**config.mk**
```make
export PLATFORM = sky130hd
export DESIGN_NAME = lcd_bus_capture
export DESIGN_NICKNAME = d
export VERILOG_FILES = /design/src/rtl/lcd_pkg.sv /design/src/rtl/lcd_capture_edge_sync.sv /design/src/rtl/lcd_bus_capture.sv
export SDC_FILE = /design/constraint.sdc
export NUM_CORES = 1
export LEC_CHECK = 0
export ABC_AREA = 1
export CAP_MARGIN = 20
export CORE_AREA = 2 2 173 175
export CTS_CLUSTER_DIAMETER = 80
export DETAILED_ROUTE_END_ITERATION = 8
export DIE_AREA = 0 0 175 177
export PLACE_DENSITY = 0.72
export RECOVER_POWER = 100
export SYNTH_ARGS = -nofsm -noshare
export SYNTH_HDL_FRONTEND = slang
export SYNTH_SLANG_ARGS = --single-unit
```
**constraint.sdc**
```tcl
create_clock -name CLK -period 17.82 [get_ports CLK]
set_input_delay 1.782 -clock CLK [delete_from_list [all_inputs] [get_ports CLK]]
set_output_delay 1.782 -clock CLK [all_outputs]
set_load 0.005 [all_outputs]
```
**src/rtl/lcd_pkg.sv**
```systemverilog
// Shared opcodes, constants and state type for the LCD bus capture block.
package lcd_pkg;

   localparam logic [7:0] CMD_CLEAR  = 8'h01;
   localparam logic [7:0] HOME_MASK  = 8'hFE;
   localparam logic [7:0] HOME_VAL   = 8'h02;
   localparam logic [7:0] ENTRY_MASK = 8'hFC;
   localparam logic [7:0] ENTRY_VAL  = 8'h04;
   localparam logic [7:0] DISP_MASK  = 8'hF8;
   localparam logic [7:0] DISP_VAL   = 8'h08;
   localparam logic [7:0] SHIFT_MASK = 8'hF0;
   localparam logic [7:0] SHIFT_VAL  = 8'h10;
   localparam logic [7:0] FUNC_MASK  = 8'hE0;
   localparam logic [7:0] FUNC_VAL   = 8'h20;
   localparam logic [7:0] CGRAM_MASK = 8'hC0;
   localparam logic [7:0] CGRAM_VAL  = 8'h40;
   localparam logic [7:0] DDRAM_MASK = 8'h80;
   localparam logic [7:0] DDRAM_VAL  = 8'h80;

   localparam logic [7:0] ASCII_SPACE = 8'h20;
   localparam logic [6:0] LINE0_BASE  = 7'h00;
   localparam logic [6:0] LINE1_BASE  = 7'h40;
   localparam logic [6:0] LINE_MASK   = 7'h70;
   localparam int         COLS        = 16;

   typedef enum logic [0:0] {
      IDLE  = 1'b0,
      CLEAR = 1'b1
   } captState_e;

   function automatic logic isCmd(input logic [7:0] d, input logic [7:0] mask,
                                  input logic [7:0] val);
      return (d & mask) == val;
   endfunction

endpackage

```
**src/rtl/lcd_capture_edge_sync.sv**
```systemverilog
// Synchronizes the asynchronous LCD bus and flags the falling edge of E,
// presenting the RS/RW/DATA values that were valid while E was still high.
module lcd_edge_sync #(
   parameter int SYNC_STAGES = 2
) (
   input  logic       CLK,
   input  logic       RESETN,
   input  logic       lcdE,
   input  logic       lcdRs,
   input  logic       lcdRw,
   input  logic [7:0] lcdData,
   output logic       commit,
   output logic       heldRs,
   output logic       heldRw,
   output logic [7:0] heldData
);

   logic [10:0] sync_r [SYNC_STAGES];
   logic [10:0] prev_r;

   // Synchronizer chain plus one-cycle history for edge detection
   always_ff @(posedge CLK or posedge RESETN) begin
      if (RESETN) begin
         for (int i = 0; i < SYNC_STAGES; i++) sync_r[i] <= 11'd0;
         prev_r <= 11'd0;
      end else begin
         sync_r[0] <= {lcdE, lcdRs, lcdRw, lcdData};
         for (int i = 1; i < SYNC_STAGES; i++) sync_r[i] <= sync_r[i-1];
         prev_r <= sync_r[SYNC_STAGES-1];
      end
   end

   assign commit   = prev_r[10] & ~sync_r[SYNC_STAGES-1][10];
   assign heldRs   = prev_r[9];
   assign heldRw   = prev_r[8];
   assign heldData = prev_r[7:0];

endmodule

```
**src/rtl/lcd_bus_capture.sv**
```systemverilog
// Passive HD44780 bus decoder with a 2x16 shadow display RAM.
// Optional display-shift tracking is enabled with `define LCD_CAPTURE_SHIFT_EN.
module lcd_bus_capture
   import lcd_pkg::*;
#(
   parameter int SYNC_STAGES = 2,
   parameter int CLEAR_CELLS = 32
) (
   input  logic       CLK,
   input  logic       RESETN,
   input  logic       LCD_E,
   input  logic       LCD_RS,
   input  logic       LCD_RW,
   input  logic [7:0] LCD_DATA,
   input  logic [4:0] RD_ADDR,
   output logic [7:0] RD_DATA,
   output logic [4:0] CURSOR,
   output logic       ADDR_VALID,
   output logic       DISP_ON,
   output logic       TWO_LINE,
   output logic       BUSY,
   output logic       WR_STB,
   output logic       ERR,
   output logic [7:0] DROP_CNT,
   output logic [3:0] SHIFT
);

   localparam logic [4:0] LAST_CELL = 5'(CLEAR_CELLS - 1);

   function automatic logic [4:0] stepCursor(input logic [4:0] cur, input logic inc);
      return inc ? cur + 5'd1 : cur - 5'd1;
   endfunction

   function automatic logic [7:0] satInc(input logic [7:0] v);
      return (v == 8'hFF) ? v : v + 8'd1;
   endfunction

   logic       commit_s, rs_s, rw_s;
   logic [7:0] data_s;

   lcd_edge_sync #(.SYNC_STAGES(SYNC_STAGES)) uSync (
      .CLK      (CLK),
      .RESETN   (RESETN),
      .lcdE     (LCD_E),
      .lcdRs    (LCD_RS),
      .lcdRw    (LCD_RW),
      .lcdData  (LCD_DATA),
      .commit   (commit_s),
      .heldRs   (rs_s),
      .heldRw   (rw_s),
      .heldData (data_s)
   );

   captState_e state_r, stateNext;
   logic [7:0] cells_r [32];
   logic [4:0] cursor_r, cursorNext, clrIdx_r, clrIdxNext;
   logic       addrValid_r, addrValidNext, incr_r, incrNext;
   logic       dispOn_r, dispOnNext, twoLine_r, twoLineNext;
   logic       err_r, errNext, wrStb_r, wrStbNext, busy_r;
   logic [7:0] dropCnt_r, dropCntNext, rdData_r;
   logic       memWe;
   logic [4:0] memAddr, rdIdx_s;
   logic [7:0] memWdata;
`ifdef LCD_CAPTURE_SHIFT_EN
   logic [3:0] shift_r, shiftNext;
   logic       shiftEntry_r, shiftEntryNext;
`endif

   // Next-state, decode and memory-write control
   always_comb begin
      stateNext     = state_r;
      cursorNext    = cursor_r;
      clrIdxNext    = clrIdx_r;
      addrValidNext = addrValid_r;
      incrNext      = incr_r;
      dispOnNext    = dispOn_r;
      twoLineNext   = twoLine_r;
      errNext       = err_r;
      dropCntNext   = dropCnt_r;
      wrStbNext     = 1'b0;
      memWe         = 1'b0;
      memAddr       = 5'd0;
      memWdata      = ASCII_SPACE;
`ifdef LCD_CAPTURE_SHIFT_EN
      shiftNext      = shift_r;
      shiftEntryNext = shiftEntry_r;
`endif
      case (state_r)
         CLEAR: begin
            memWe   = 1'b1;
            memAddr = clrIdx_r;
            if (clrIdx_r == LAST_CELL) begin
               stateNext  = IDLE;
               cursorNext = 5'd0;
               incrNext   = 1'b1;
               clrIdxNext = 5'd0;
`ifdef LCD_CAPTURE_SHIFT_EN
               shiftNext  = 4'd0;
`endif
            end else begin
               clrIdxNext = clrIdx_r + 5'd1;
            end
            // Any write during the sweep is an error; a fresh clear restarts it
            if (commit_s && !rw_s) begin
               errNext = 1'b1;
               if (!rs_s && data_s == CMD_CLEAR) begin
                  stateNext  = CLEAR;
                  clrIdxNext = 5'd0;
               end else begin
                  dropCntNext = satInc(dropCnt_r);
               end
            end else begin
               errNext = err_r;
            end
         end
         IDLE: begin
            if (commit_s && !rw_s && rs_s) begin
               if (addrValid_r) begin
                  memWe      = 1'b1;
                  memAddr    = cursor_r;
                  memWdata   = data_s;
                  wrStbNext  = 1'b1;
                  cursorNext = stepCursor(cursor_r, incr_r);
`ifdef LCD_CAPTURE_SHIFT_EN
                  if (shiftEntry_r) shiftNext = incr_r ? shift_r - 4'd1 : shift_r + 4'd1;
                  else              shiftNext = shift_r;
`endif
               end else begin
                  dropCntNext = satInc(dropCnt_r);
               end
            end else if (commit_s && !rw_s) begin
               if (isCmd(data_s, DDRAM_MASK, DDRAM_VAL)) begin
                  if ((data_s[6:0] & LINE_MASK) == LINE0_BASE) begin
                     cursorNext    = data_s[4:0];
                     addrValidNext = 1'b1;
                  end else if ((data_s[6:0] & LINE_MASK) == LINE1_BASE) begin
                     cursorNext    = 5'(COLS) | {1'b0, data_s[3:0]};
                     addrValidNext = 1'b1;
                  end else begin
                     addrValidNext = 1'b0;
                     errNext       = 1'b1;
                  end
               end else if (isCmd(data_s, CGRAM_MASK, CGRAM_VAL)) begin
                  addrValidNext = 1'b0;
               end else if (isCmd(data_s, FUNC_MASK, FUNC_VAL)) begin
                  twoLineNext = data_s[3];
               end else if (isCmd(data_s, SHIFT_MASK, SHIFT_VAL)) begin
                  if (!data_s[3]) begin
                     cursorNext = stepCursor(cursor_r, data_s[2]);
                  end else begin
`ifdef LCD_CAPTURE_SHIFT_EN
                     shiftNext = data_s[2] ? shift_r + 4'd1 : shift_r - 4'd1;
`else
                     cursorNext = cursor_r;
`endif
                  end
               end else if (isCmd(data_s, DISP_MASK, DISP_VAL)) begin
                  dispOnNext = data_s[2];
               end else if (isCmd(data_s, ENTRY_MASK, ENTRY_VAL)) begin
                  incrNext = data_s[1];
`ifdef LCD_CAPTURE_SHIFT_EN
                  shiftEntryNext = data_s[0];
`endif
               end else if (isCmd(data_s, HOME_MASK, HOME_VAL)) begin
                  cursorNext    = 5'd0;
                  addrValidNext = 1'b1;
`ifdef LCD_CAPTURE_SHIFT_EN
                  shiftNext     = 4'd0;
`endif
               end else if (data_s == CMD_CLEAR) begin
                  stateNext  = CLEAR;
                  clrIdxNext = 5'd0;
               end else begin
                  stateNext = IDLE;
               end
            end else begin
               stateNext = IDLE;
            end
         end
         default: begin
            stateNext = IDLE;
         end
      endcase
   end

`ifdef LCD_CAPTURE_SHIFT_EN
   assign rdIdx_s = {RD_ADDR[4], RD_ADDR[3:0] + shift_r};
`else
   assign rdIdx_s = RD_ADDR;
`endif

   // State and control registers
   always_ff @(posedge CLK or posedge RESETN) begin
      if (RESETN) begin
         state_r     <= IDLE;
         cursor_r    <= 5'd0;
         clrIdx_r    <= 5'd0;
         addrValid_r <= 1'b1;
         incr_r      <= 1'b1;
         dispOn_r    <= 1'b0;
         twoLine_r   <= 1'b0;
         err_r       <= 1'b0;
         dropCnt_r   <= 8'd0;
         wrStb_r     <= 1'b0;
         busy_r      <= 1'b0;
      end else begin
         state_r     <= stateNext;
         cursor_r    <= cursorNext;
         clrIdx_r    <= clrIdxNext;
         addrValid_r <= addrValidNext;
         incr_r      <= incrNext;
         dispOn_r    <= dispOnNext;
         twoLine_r   <= twoLineNext;
         err_r       <= errNext;
         dropCnt_r   <= dropCntNext;
         wrStb_r     <= wrStbNext;
         busy_r      <= (stateNext == CLEAR);
      end
   end

`ifdef LCD_CAPTURE_SHIFT_EN
   // Display shift window
   always_ff @(posedge CLK or posedge RESETN) begin
      if (RESETN) begin
         shift_r      <= 4'd0;
         shiftEntry_r <= 1'b0;
      end else begin
         shift_r      <= shiftNext;
         shiftEntry_r <= shiftEntryNext;
      end
   end
   assign SHIFT = shift_r;
`else
   assign SHIFT = 4'd0;
`endif

   // Shadow RAM with read-before-write registered read port
   always_ff @(posedge CLK or posedge RESETN) begin
      if (RESETN) begin
         for (int i = 0; i < 32; i++) cells_r[i] <= ASCII_SPACE;
         rdData_r <= ASCII_SPACE;
      end else begin
         if (memWe) cells_r[memAddr] <= memWdata;
         rdData_r <= cells_r[rdIdx_s];
      end
   end

   assign RD_DATA    = rdData_r;
   assign CURSOR     = cursor_r;
   assign ADDR_VALID = addrValid_r;
   assign DISP_ON    = dispOn_r;
   assign TWO_LINE   = twoLine_r;
   assign BUSY       = busy_r;
   assign WR_STB     = wrStb_r;
   assign ERR        = err_r;
   assign DROP_CNT   = dropCnt_r;

endmodule

```
---- Word level (Yosys, flattened, before mapping) ----
Index checks and enable logic that the tools add are counted.
storage, ports and cells
  register bits ........................... 322
  latch bits .............................. 0
  input port bits ......................... 18
  memories kept ........................... 0
  bits in writable memories ............... 0
  bits in read-only memories .............. 0
  word-level logic and storage cells ...... 214
cells by class
  bitwise operators ....................... 10
  magnitude comparators ................... 3
  reductions and logical operators ........ 16
  muxes and demuxes ....................... 93
  multiply operators ...................... 0
  divide/modulo/power cells ............... 0
  shift-type cells ........................ 0
  equality and inequality tests ........... 42
  add/subtract/negate cells ............... 4
operator list
  cell                                                             number
  256-bit bitwise mux                                              1
  5-bit two-way mux                                                31
  8-bit two-way mux                                                11
  8-bit binary-select mux with 5-bit select                        1
  8-bit demux with 5-bit select                                    1
  1-bit two-way mux                                                40
  2-bit != test, second input constant                             16
  5-bit one-hot mux with 2 select lines                            3
  5-bit by 4-bit != test with 1-bit output, second input constant  4
  10-bit AND reduction                                             2
  8-bit one-hot mux with 2 select lines                            1
  8-bit AND reduction                                              2
  6-bit >= comparator, second input constant                       2
  3-bit by 2-bit != test with 1-bit output, second input constant  4
  5-bit NOT with 6-bit output                                      2
  6-bit AND reduction                                              2
  5-bit by 1-bit adder with 5-bit output, second input constant    2
  9-bit AND reduction                                              1
  8-bit by 1-bit adder with 8-bit output, second input constant    1
  8-bit by 1-bit == test with 1-bit output, second input constant  1
  8-bit == test, second input constant                             1
  4-bit by 3-bit != test with 1-bit output, second input constant  2
  1-bit one-hot mux with 2 select lines                            4
  7-bit by 1-bit == test with 1-bit output, second input constant  1
  other kinds (19)                                                 32

---- Depth between registers and ports, before layout ----
Gate-level depths: netlist (run 1).
  depth after elaboration ................. 12
  mapped depth ............................ 12
  gate-level depth less buffers ........... 11

---- Modules after synthesis ----
A second synthesis (run 1) with hierarchy kept.
second synthesis, totals
  cell total of the unflattened synthesis .. 2,086
  area, all modules ....................... 15,755.1 um^2
by module, submodules not included
  module           times used  sequential area each (um^2)  cells an instance  area an instance (um^2)
  lcd_bus_capture  1           7,275.7                      2,042              14,855.5
  lcd_edge_sync    1           825.8                        44                 899.6

---- Worst setup path after synthesis (run 1) ----
Ideal clock, no wire load.
  path kind ............................... input-to-reg
  start ................................... in RD_ADDR[0]
  end ..................................... reg rdData_r[5], in the netlist RD_DATA[5]
  setup slack ............................. 14.891 ns
  arrival ................................. 2.856 ns
  path buffers ............................ 2
  required time ........................... 17.747 ns
  stages on the path ...................... 11
  cells stage by stage .................... inv_1 -> clkbuf_1 -> clkbuf_1 -> nand2_1 -> nand3_1 -> nand3_1 -> nand2_1 -> nand2_1 -> nand2_1 -> nor2_1 -> a21oi_1
between the ends
  word-level cells in the longest chain between the ends .. 4
RTL lines
  element                                                line                    RTL
  start: declaration                                     lcd_bus_capture.sv:15   input logic [4:0] RD_ADDR,
  5-bit NOT with 6-bit output (implied by the code)      lcd_bus_capture.sv:244  rdData_r <= cells_r[rdIdx_s];
  8-bit binary-select mux with 5-bit select              lcd_bus_capture.sv:244
  8-bit two-way mux (implied by the code) (2 in series)  lcd_bus_capture.sv:244
  end signal: assignment                                 lcd_bus_capture.sv:244
  end: declaration                                       lcd_bus_capture.sv:60   logic [7:0] dropCnt_r, dropCntNext, rdData_r;
No other way between the ends. The select of a mux whose other input is x is not followed.
A chain may end at the register's enable or synchronous reset.

==> results of run 1 <==
state kept, by name (all words and copies together) (netlist names), 5 cells and up:
register and count:
clrIdx_r 5, uSync.prev_r 11, RD_DATA 8, CURSOR 5, DROP_CNT 8, cells_r 256
uSync.sync_r 22
per-stage QoR:
stage | total power [µW] | hold slack [ns] | util (%) | std cells | area, µm²
after floorplan | 890 | 0.331 | - | 2073 | 15900
after global placement | 950 | 0.332 | 56.1 | 2394 | 16400
after detailed placement | 953 | 0.335 | 56.3 | 2397 | 16500
after CTS | 1690 | 0.344 | 60.3 | 2460 | 17600
after global routing | 1730 | 0.351 | 59.9 | 2462 | 17500
final | 1680 | 0.338 | 59.9 | 2462 | 17500
how the worst max path moves through the flow:
stage / start / to / slack (ns)
2_1_floorplan: RESETN / BUSY$_DFF_PP0_ / 7.18
6_report: RESETN / cells_r[106]$_DFFE_PP0P_ / 8.52
5_1_grt: RESETN / cells_r[119]$_DFFE_PP0P_ / 7.05
3_3_place_gp: RD_ADDR[2] / RD_DATA[7]$_DFF_PP0_ / 13.39
4_1_cts: RD_ADDR[0] / RD_DATA[7]$_DFF_PP0_ / 14.13
3_5_place_dp: RD_ADDR[0] / RD_DATA[7]$_DFF_PP0_ / 13.61
layout make-up:
type	count	area, µm²	area share [%]
Sequential cell	322	8100	46.2
Multi-Input combinational cell	1569	6900	39.4
Clock buffer	53	1050	5.97
Timing Repair Buffer	71	684	3.91
Tap cell	390	488	2.79
Inverter	47	180	1.03
Clock inverter	10	115	0.657
power groups by stage:
stage               registers, µW  logic, µW  clock network [µW]
floorplan                     787        103                   0
global placement              794        155                   0
detailed placement            795        158                   0
CTS                           782        159                 746
global route                  785        172                 777
finish                        782        154                 740
placed cells by master, fill, tap and decap left out, types with 4 or more instances in the layout:
cell type / instances
dlygate4sd3_1: 39
o21ai_0: 54
nor2_4: 4
a21oi_1: 59
dfrtp_1: 287
conb_1: 4
clkbuf_1: 15
dfstp_2: 35
o21ai_1: 9
inv_1: 41
nor2_2: 15
o31ai_1: 12
nand3_1: 311
nand4_1: 71
clkbuf_16: 37
xor2_1: 6
buf_4: 18
ha_1: 5
clkbuf_8: 6
xnor2_1: 6
nor2_1: 41
nor3_1: 4
nand2_1: 953
cell families after synthesis:
family	count (synthesis)	synth area share (%)
AOI/OAI and AO/OA	139	4.68
xor gates and xnor gates	12	0.663
adders and majority gates	5	0.394
buffers and inverters	182	4.87
DFF	322	51.1
other	1	0.0236
and+or+nand+nor	1409	38.3
per-layer routing:
metal	routed length, µm	part of all wire (%)
met5	0	0
met4	1920	4.2
met3	3930	8.5
met2	21000	46
met1	19300	42
==> impl_results.md, run 1 <==
* I/O Pins at 49
* TNS Setup at 0 ns
* CTS tree: built
* GR Layer Usage met2 at between 40% and 50%
* Setup slack at placement at 13.61 ns
* Register-to-Register Path Depth at 11
* Post-synthesis instance total at just over 2000
* Post-CTS Setup Repair Bufs at 0
* Drt pass-1 iters at 5
* Synth top area cells: dfrtp_1 (45%), nand2_1 (22%), nand3_1 (9.6%)
* Max-slew violation count at about 440
* Maximum fanout along the worst path at 129
* Die width at 175 µm
* CP max stage delay at 4.99 ns
* Global Route Usage Sum at a little under a third
* Switching part of the total at 25.5%
* Largest net degree at the start of global routing at 170
* DRC at 0
* Syn Std Cell Area at 0.0159 mm²
* CTS sink count at 322
* Syn Area/Cell at 7.66 µm²
* Comb pwr share at 9.2%
* Critical R2R Launch: BUSY$_DFF_PP0_
* Placer congestion estimate at between 0.8 and 0.9
* Count of input and output buffers at 44
* M3 GR Usage at between 4 and 5%
* Final setup fails at 0
* Vias per cell at 5.87
* WP depth at 3
* DPL Wire Length at around 28000 µm
* Endpoints failing hold at 0
* Min cycle time layout at 9.30 ns
* Net switching power at 428 µW
* Initial Util at 54.2%
* Layout Area Growth over Synthesis at 10.4%
* Critical Path AT at 8.16 ns
* H-tree depth at 2
* Max_slew headroom at -376%
* Synth Flop Type: dfrtp_1
* Setup CP Type: input port to async pin
* Worst slew pin tran at between 7 and 8 ns
* Peak supply drop at 0.0899 mV
* ANT cells at 0
* Ys Warns at 0
* Maximum clock frequency at about 110 MHz
* Synth top cells by count: nand2_1 (950), nand3_1 (304), dfrtp_1 (287)
* Required time worst endpoint at 16.68 ns
* CP cell instances: dlygate4sd3_1 > clkinvlp_2 > clkbuf_1
* RSZ-0062 raised after global routing: false
* Worst Hold Endpoint: uSync.prev_r[7]$_DFF_PP0_
* Seq cells post-synth at between 300 and 400
* Hold Crit Class: register to register
* Rows at 63
* Clock buffer depth at 3
* Hold buffers post-CTS at 0
* Part of the power in registers at 46.6%
* Routed WL at between 40000 and 50000 µm
* Synth top area share at between 40% and 50%
* Critical Path End Type: async pin
* Failing checks: capacitance limit, slew limit
* Clock share of power at about 44%
* Most frequent cell after synthesis: nand2_1
* Cell Pwr Density at 95.7 mW/mm²
* Share of layout cells above drive strength 1 at 6.85%
* Initial antenna violation count at 0
* Worst r2r dst: cells_r[34]$_DFFE_PP0P_
* Sequential share of the synthesized area at 51.1%
* Number of synthesized flops with an enable pin at 0
* Global-route wire length before repair at 75000 µm
* Final worst setup slack at 8.52 ns
* Crit path max-delay family: buffers and inverters
* Root buf cell: clkbuf_16
* Post_cts resized at 0
* Iteration-0 DRC Markers at 1422
* Number of global-route vias before repair at 13900
* Num CTS Buffers at 36
* Status: complete, but fails checks
* Yosys cell types at 36
* Routed WL per cell at roughly 19 µm
* Crit share post-route at 52.2%
* Skew-Pair Late Insertion Delay at 0.52 ns
* Worst hold path startpoint: uSync.sync_r[7]$_DFF_PP0_
* Fraction of registers with async set/reset at 100%
* Clock Skews at 0.0170 ns
* Met1 usage at 42.5%
* Reg clk slew, reported paths at around 0.060 ns
* Die H at 177 µm
* Antenna-violating nets left at 0
* Slowest cell on the critical path: clkbuf_1
* Final net count at 2070
* GR peak layer: met2
* Hold path cells at 0
* Max Cap Violations at 7
* WP buf/inv at 3
* Startpoint Class: input port
* Flop-to-flop setup slack at 11.90 ns
* Synth area leader: dfrtp_1
* Vias at 14500
* Internal Dissipation at roughly 1200 µW
* Die area at 0.0310 mm²
* CORE AREA at 0.0292 mm²
* Fillers at 2576
* Leakage at just under 0.009 µW
* Total gr overflow at 0
(Power assumes the default switching activity.)
==> run 2: changes to the inputs <==
PLACE_DENSITY = 0.75   (was 0.72)
clock period = 8.1 ns   (was 17.82 ns; I/O delays follow)
==> impl_results.md, run 2 (synthesis results as in run 1) <==
* Status: complete, but fails checks (unchanged)
* Failing checks: capacitance limit, slew limit (unchanged)
* Critical Path End Type: register (was async pin)
* Leakage at 0.00886 µW (was 0.00884 µW)
* Initial antenna violation count at 1 (was 0)
* Vias at 14500 (about the same)
* Die H at 177 µm (unchanged)
* DPL Wire Length at 27300 µm (was 27700 µm)
* CTS sink count at 322 (unchanged)
* DP Area at 0.0164 mm² (was 0.0165 mm²)
* Crit share post-route at 69.2%
* Placer congestion estimate at 0.897 (was 0.879)
* Drt pass-1 iters at 5 (unchanged)
* Required time worst endpoint at 8.54 ns (was 16.68 ns)
* Final setup fails at 0 (unchanged)
* Global-route wire length before repair at 75300 µm (was 75000 µm)
* Max-slew violation count at 289 (was 438)
* Post_cts resized at 0 (unchanged)
* Peak supply drop at 0.155 mV (was 0.0899 mV)
* Setup CP Type: register to register (was input port to async pin)
* Max Cap Violations at 6 (was 7)
* Endpoints failing hold at 0 (unchanged)
* Number of global-route vias before repair at 13700 (was 13900)
* Post-CTS Setup Repair Bufs at 0 (unchanged)
* Root buf cell: clkbuf_16 (unchanged)
* TNS Setup at 0 ns (unchanged)
* Vias per cell at 5.89 (was 5.87)
* Reg clk slew, reported paths at 0.06 ns (about the same)
* Hold buffers post-CTS at 0 (unchanged)
* Routed WL per cell at 18.8 µm (was 18.7 µm)
* Rows at 63 (unchanged)
* Skew-Pair Late Insertion Delay at 0.52 ns (about the same)
* Hold WS at 0.346 ns (was 0.338 ns)
* Max_slew headroom at -107% (was -376%)
* Final instance area at 0.0175 mm² (about the same)
* Most flops, register: cells_r (unchanged)
* Die width at 175 µm (unchanged)
* Share of layout cells above drive strength 1 at 7.39% (was 6.85%)
* Global Route Usage Sum at 30.5% (was 30.2%)
* Clock buffer depth at 3 (unchanged)
* Largest register FFs at 256 (unchanged)
* DRC at 0 (unchanged)
* Startpoint Class: register (was input port)
* Antenna-violating nets left at 0 (unchanged)
* Hold Crit Class: register to register (unchanged)
* Commonest cells after routing, fill and taps aside: nand2_1 (952), nand3_1 (308), dfrtp_1 (287) (was nand2_1 (953), nand3_1 (311), dfrtp_1 (287))
* Die area at 0.0310 mm² (unchanged)
* Maximum fanout along the worst path at 46 (was 129)
* Min cycle time layout at 5.60 ns
* CORE AREA at 0.0292 mm² (unchanged)
* CTS tree: built (unchanged)
* Cell Pwr Density at 211 mW/mm² (was 95.7 mW/mm²)
* Iteration-0 DRC Markers at 1806 (was 1422)
* Largest net degree at the start of global routing at 180 (was 170)
* H-tree depth at 2 (unchanged)
* Regs by FF count: cells_r (256), uSync.sync_r (22), uSync.prev_r (11) (unchanged)
* Worst slew pin tran at 3.11 ns (was 7.14 ns)
* RSZ-0062 raised after global routing: false (unchanged)
* Count of input and output buffers at 44 (unchanged)
* Total gr overflow at 0 (unchanged)
* Clock Skews at 0.0162 ns (was 0.0170 ns)
* Num CTS Buffers at 36 (unchanged)
* Most common cell after layout, fill and taps aside: nand2_1 (unchanged)
* Layout Area Growth over Synthesis at 10.6% (was 10.4%)
* Critical Path AT at 6.04 ns (was 8.16 ns)
* Maximum clock frequency at approximately 180 MHz
* Routed WL at 46400 µm (was 46100 µm)
* I/O Pins at 49 (unchanged)
* Final net count at 2066 (was 2070)
* Initial Util at 54.2% (unchanged)
-- run 2: worst paths after layout --
| path | start | to | slack [ns] | cells after the start |
|---|---|---|---|---|
| max in group asynchronous | RESETN | cells_r[144]$_DFFE_PP0P_ | 2.99 | 4 |
| worst min register to register | uSync.sync_r[1]$_DFF_PP0_ | uSync.prev_r[1]$_DFF_PP0_ | 0.35 | 0 |
| min in group asynchronous | RESETN | cells_r[1]$_DFFE_PP0P_ | 0.88 | 2 |
| worst min-delay path | uSync.sync_r[1]$_DFF_PP0_ | uSync.prev_r[1]$_DFF_PP0_ | 0.35 | 0 |
| worst max register to register | BUSY$_DFF_PP0_ | cells_r[32]$_DFFE_PP0P_ | 2.50 | 10 |
| worst max-delay path | BUSY$_DFF_PP0_ | cells_r[32]$_DFFE_PP0P_ | 2.50 | 10 |
-- run 2: where the power goes --
group          switching (µW)  leakage (µW)  internal [µW]
Sequential               50.5       0.00427           1670
Combinational             223       0.00400            113
Clock                     674      0.000591            978
Total                     948       0.00886           2760
-- run 2: layout make-up --
cell class                      count  area, µm²
Inverter                           47        180
Sequential cell                   322       8100
Clock buffer                       55       1100
Timing Repair Buffer               67        642
Antenna cell                        1       2.50
Multi-Input combinational cell   1569       6920
Clock inverter                     11        100
Fill cell                        2618      11700
Tap cell                          390        488
-- run 2: worst max-delay path, stage by stage (launching register included) --
cell and delay [ns]:
dfrtp_1 0.70, nor2_1 0.14, clkinv_1 0.09, nor2_1 0.17
nand2_1 0.15, nand2_1 0.22, nand2_1 0.72, clkinvlp_2 2.03
nand2_1 1.05, nand2_1 0.12, nand2_1 0.10
-- run 2: through the flow --
stage / total power (µW) / worst slack (ns) / util, % / instances
after global routing: 3840 / 2.24 / 60.0 / 2461
after floorplan: 1960 / 3.02 / - / 2073
final: 3710 / 2.50 / 60.0 / 2462
after CTS: 3730 / 4.72 / 60.4 / 2461
after detailed placement: 2090 / 4.32 / 56.2 / 2395
after global placement: 2080 / 4.35 / 56.1 / 2393
-- run 2: layer usage --
layer / share of wire, % / vias to the layer above / global-route usage, %
li1: - / 6668 / -
met1: 42 / 6915 / 43.6
met2: 45 / 781 / 46.3
met3: 9.0 / 133 / 4.73
met4: 4.0 / 0 / 13.5
met5: 0 / - / 0
